===== config.mk =====
export PLATFORM = sky130hd
export DESIGN_NAME = iomem_rr_arbiter
export DESIGN_NICKNAME = d
export VERILOG_FILES = /design/src/rtl/iomem_rr_arbiter.sv
export SDC_FILE = /design/constraint.sdc
export NUM_CORES = 1
export LEC_CHECK = 0
export ABC_AREA = 1
export CAP_MARGIN = 30
export CORE_AREA = 2 2 121 123
export DETAILED_ROUTE_END_ITERATION = 8
export DIE_AREA = 0 0 123 125
export GPL_TIMING_DRIVEN = 0
export PLACE_DENSITY_LB_ADDON = 0.08
export SYNTH_ARGS = -nofsm -noshare
export SYNTH_HDL_FRONTEND = slang
export SYNTH_SLANG_ARGS = --single-unit

===== constraint.sdc =====
create_clock -name clk -period 1.2 [get_ports clk]
set_input_delay 0.24 -clock clk [delete_from_list [all_inputs] [get_ports clk]]
set_output_delay 0.24 -clock clk [all_outputs]
set_load 0.02 [all_outputs]

===== src/rtl/iomem_rr_arbiter.sv =====
// iomem_rr_arbiter
// ----------------
// Purpose: shares one iomem memory port between two masters (m0 = core,
// m1 = loader/DMA). One transaction is in flight at a time. When both
// masters request together, the one that was not served last wins.
// The command of the granted master is forwarded to the memory, and the
// response is returned only to that master.
//
// Ports:
//   clk, resetn            clock; synchronous active-low reset
//   m0_* / m1_*            master ports: valid, wstrb, addr and wdata in;
//                          ready (1-cycle pulse) and rdata out
//   s_*                    memory port: valid, wstrb, addr and wdata out;
//                          ready and rdata in
//   grant_o                current or last grant (0 = m0, 1 = m1)
//   err_o, err_clr_i       sticky watchdog error flag and its clear
//
// Optional feature: define IOMEM_ARB_TIMEOUT_EN to enable a watchdog. It
// aborts a BUSY transaction after TIMEOUT_CYCLES cycles without s_ready.
// An aborted transaction returns 32'hDEAD_BEEF and sets err_o. Without the
// macro, err_o is tied low and err_clr_i is ignored.

module iomem_rr_arbiter #(
  parameter int ADDR_WIDTH     = 32,
  parameter int DATA_WIDTH     = 32,
  parameter int TIMEOUT_CYCLES = 256
) (
  input  logic                    clk,
  input  logic                    resetn,
  input  logic                    m0_valid,
  output logic                    m0_ready,
  input  logic [DATA_WIDTH/8-1:0] m0_wstrb,
  input  logic [ADDR_WIDTH-1:0]   m0_addr,
  input  logic [DATA_WIDTH-1:0]   m0_wdata,
  output logic [DATA_WIDTH-1:0]   m0_rdata,
  input  logic                    m1_valid,
  output logic                    m1_ready,
  input  logic [DATA_WIDTH/8-1:0] m1_wstrb,
  input  logic [ADDR_WIDTH-1:0]   m1_addr,
  input  logic [DATA_WIDTH-1:0]   m1_wdata,
  output logic [DATA_WIDTH-1:0]   m1_rdata,
  output logic                    s_valid,
  input  logic                    s_ready,
  output logic [DATA_WIDTH/8-1:0] s_wstrb,
  output logic [ADDR_WIDTH-1:0]   s_addr,
  output logic [DATA_WIDTH-1:0]   s_wdata,
  input  logic [DATA_WIDTH-1:0]   s_rdata,
  output logic                    grant_o,
  output logic                    err_o,
  input  logic                    err_clr_i
);

  typedef enum logic {
    ST_IDLE = 1'b0,
    ST_BUSY = 1'b1
  } state_t;

  state_t r_state;
  logic   r_grant;   // master currently (or most recently) granted
  logic   r_last;    // master served last; a tie goes to the other one

  logic                  w_busy;
  logic                  w_pick;
  logic                  w_abort;
  logic                  w_done;
  logic                  w_sel1;
  logic [DATA_WIDTH-1:0] w_rdata;

  assign w_busy = (r_state == ST_BUSY);

  // A lone requester wins. On a tie, the master not served last wins.
  assign w_pick = (m0_valid && m1_valid) ? ~r_last : m1_valid;

`ifdef IOMEM_ARB_TIMEOUT_EN
  localparam int CNT_WIDTH = $clog2(TIMEOUT_CYCLES + 1);

  logic [CNT_WIDTH-1:0] r_cnt;
  logic                 r_err;

  // BUSY cycle n without s_ready has a count of n-1, so the abort happens in
  // BUSY cycle TIMEOUT_CYCLES.
  assign w_abort = w_busy && !s_ready &&
                   (r_cnt == CNT_WIDTH'(TIMEOUT_CYCLES - 1));

  always_ff @(posedge clk) begin
    if (!resetn) begin
      r_cnt <= '0;
      r_err <= 1'b0;
    end else begin
      // Holding the count at zero outside BUSY gives a zero count on BUSY entry.
      if (!w_busy) begin
        r_cnt <= '0;
      end else if (!s_ready) begin
        r_cnt <= r_cnt + 1'b1;
      end
      // A new abort takes priority over a clear in the same cycle.
      if (w_abort) begin
        r_err <= 1'b1;
      end else if (err_clr_i) begin
        r_err <= 1'b0;
      end
    end
  end

  assign err_o   = r_err;
  assign w_rdata = w_abort ? DATA_WIDTH'(32'hDEAD_BEEF) : s_rdata;
`else
  logic w_unused;
  assign w_unused = err_clr_i;
  assign w_abort  = 1'b0;
  assign err_o    = 1'b0;
  assign w_rdata  = s_rdata;
`endif

  assign w_done = w_busy && (s_ready || w_abort);

  always_ff @(posedge clk) begin
    if (!resetn) begin
      r_state <= ST_IDLE;
      r_grant <= 1'b0;
      r_last  <= 1'b1;
    end else begin
      case (r_state)
        ST_IDLE: begin
          if (m0_valid || m1_valid) begin
            r_grant <= w_pick;
            r_state <= ST_BUSY;
          end
        end
        ST_BUSY: begin
          // The transaction stays open until completion, even if the
          // granted master drops valid too early.
          if (w_done) begin
            r_last  <= r_grant;
            r_state <= ST_IDLE;
          end
        end
        default: r_state <= ST_IDLE;
      endcase
    end
  end

  // In IDLE the memory port shows the m0 inputs. s_valid is low, so the
  // memory ignores them.
  assign w_sel1  = w_busy && r_grant;
  assign s_valid = w_busy;
  assign s_addr  = w_sel1 ? m1_addr  : m0_addr;
  assign s_wstrb = w_sel1 ? m1_wstrb : m0_wstrb;
  assign s_wdata = w_sel1 ? m1_wdata : m0_wdata;

  assign m0_ready = w_done && !r_grant;
  assign m1_ready = w_done && r_grant;
  assign m0_rdata = (w_busy && !r_grant) ? w_rdata : '0;
  assign m1_rdata = (w_busy && r_grant)  ? w_rdata : '0;
  assign grant_o  = r_grant;

endmodule


==> run_results.csv <==
group,metric,value,unit
status,status,"finished with violations",
status,violations,"negative setup slack",
sta,rsz0062_at_grt,"yes",
finish,fin_nets,855,
power_and_ir_drop,peakVddDrop,0.384,mV
finish,final_area,6330,µm²
yosys,syn_nets,522,
floorplanning,die_w,123,µm
finish,multi_input_area,1880,µm²
placement,gp_congestion,0.849,
setup_path,crit_chain,"nand2_8 > clkinv_8 > buf_8 > buf_12 > nand2_2 > nand2_2 > buf_6",
finish,areaGrowthSynthToFinish,334,%
drt,drtAntennaViolNets,0,
setup_path,path_common_cell,"nand2_2",
power_and_ir_drop,total_power,3.09,mW
yosys,yosysSeqAreaShare,0.0412,
power_and_ir_drop,p_per_area,489,nW/µm²
yosys,yosys_warnings,0,
global_route,first_global_vias,3144,
yosys,synth_seq_cells,3,
yosys,synth_top_family_by_area,"simple AND/OR/NAND/NOR gates",
setup_path,worstPathArrival,1.30,ns
sta,min_period,1.54,ns
floorplanning,fp.dieH,125,µm
clocking,clk_pin_slew,0.03,ns
clocking,clock_latency,0.23,ns
setup_path,crit_required,0.96,ns
setup_path,crit_type,"reg2out",
finish,mostFrequentLayoutCell,"clkdlybuf4s50_1",
power_and_ir_drop,cellLeakagePower,2.99,nW
yosys,synth_compound_area_frac,0.00343,
drt,via_per_inst,3.78,
global_route,use_met2,0.280,
finish,seqCellArea,67.6,µm²
yosys,syn_area,1460,µm²
clocking,cts-buffers-inserted,3,
finish,mostFrequentLayoutCells,"clkdlybuf4s50_1, buf_6, nand2_1",
clocking,clock-sinks,3,
drt,route.detailed.drc,0,
job,cap_violations,0,
sta,layout_setup_ws,-0.340,ns
drt,wl_per_cell,13.8,µm
drt,vias,3265,
setup_path,slowest_delay,0.36,ns
worst_hold_path,hold_class,"in2reg",
clocking,htree_levels,1,
drt,first_iter_violations,59,
placement,dpl.hpwl,9430,µm
yosys,synth.area.top_cells,"nand2_1, nor2_1, inv_1",
setup_path,worst_setup_path_start_kind,"flip-flop",
yosys,synth_xor_area_frac,0,
sta,slew_viol_final,0,
global_route,antenna_found_initial,0,
yosys,yosys.area_share.simple,0.730,
floorplanning,io_pins,311,
clocking,cts_hold_buffers,0,
sta,setup_viol,135,
global_route,grtUsageMet1,0.129,
sta,min_period_over_period,1.28,
global_route,grtUsageMet3,0.0388,
clocking,cts_tree,"done",
placement,portBuffers,308,
setup_path,cp_slowest_cell,"dfxtp_4",
global_route,busiest_layer,"met2",
finish,stdcell_count,864,
finish,drive_above_1_share,0.504,
floorplanning,start_util,0.103,
finish,diodes,0,
global_route,grt_first_pass_wirelength,16500,µm
clocking,cts_buffer_depth,2,
drt,drt-pass1-iter-count,4,
floorplanning,coreArea,14200,µm²
yosys,muxShareOfSynthArea,0,
drt,wl,12000,µm
yosys,syn_inst,348,
sta,skew,0.00104,ns
global_route,gr-usage-all-layers,0.137,
global_route,overflow,0,
setup_path,cp-end-kind,"output port",
yosys,synth_adder_area_share,0,
sta,timing.fmax,649,MHz
yosys,syn_avg_cell_area,4.19,µm²
placement,placed_cells,840,
sta,hold_violations,0,
setup_path,cp_max_fo,10,
floorplanning,design.die.area,15400,µm²
global_route,grt_max_degree,11,
placement,place_area,5290,µm²
floorplanning,placementRows,44,
yosys,synthDistinctLibCells,12,
yosys,synth_top_area_cell,"nand2_1",
yosys,yosysTopAreaCellShare,0.548,
clocking,cts-root-buf,"clkbuf_16",
finish,fillers,1437,
report_power, final:
part           switching [mW]  leakage, nW  internal [mW]
combinational            1.09         2.92           1.35
clock                  0.0961       0.0382          0.439
sequential             0.0129       0.0261          0.108
total                    1.19         2.99           1.90
synthesized netlist by cell type:
master,n
nand2_1,213
nor2_1,68
inv_1,37
buf_6,11
buf_2,8
dfxtp_1,3
buf_4,2
nand3_1,2
a21oi_1,1
clkbuf_1,1
conb_1,1
inv_2,1
through the flow:
step / utilization / setup WS [ns] / TNS [ns] / hold slack (ns)
after floorplan: - / -0.0243 / -0.317 / 0.324
after global placement: 0.372 / -0.737 / -77.94 / 0.462
after detailed placement: 0.372 / -0.735 / -79.44 / 0.463
after CTS: 0.405 / -0.337 / -40.28 / 0.388
after global routing: 0.445 / -0.391 / -46.03 / 0.470
final: 0.445 / -0.340 / -40.23 / 0.436
layout make-up:
cell class / count / area share
multi-input cells: 285 / 0.297
plain buffers: 22 / 0.0570
repair buffers: 328 / 0.561
inverters: 38 / 0.0253
clock buffers: 4 / 0.0125
flip-flops and latches: 3 / 0.0107
well taps: 184 / 0.0364
layer usage:
| layer | up-vias | part of all wire |
|---|---|---|
| li1 | 1659 | - |
| met4 | 0 | 0.012 |
| met3 | 10 | 0.098 |
| met1 | 1440 | 0.32 |
| met5 | - | 0 |
| met2 | 156 | 0.57 |
worst max-delay path: cells and delay by family (launching register included):
kind	cells	cell delay (ns)
buf+inv	4	0.48
flops	1	0.36
simple gates	3	0.23
logic make-up after synthesis:
logic type | after synthesis
simple gates | 283
buf+inv | 60
flops | 3
compound gates | 1
other cells | 1
path summary, 6_finish.rpt:
path	startpoint	cells past startpoint	slack (ns)	to
worst max-delay path	s_valid	7	-0.34	s_wdata[26]
worst min-delay path	s_ready	3	0.44	r_last
worst max register to register	s_valid	7	0.10	s_valid
worst min register to register	r_last	2	0.47	r_last
sequential cells by signal, indices dropped and copies added, names as in the netlist:
signal   flops
r_last       1
grant_o      1
s_valid      1
what timing repair did:
action,CTS,global route
setup endpoints to repair,136,135
pin swaps,5,21
hold endpoints to repair,0,0
gates cloned,2,7
resized for setup,840,125
buffers inserted,8,3
No activity file was read; power rests on OpenSTA's default activity.
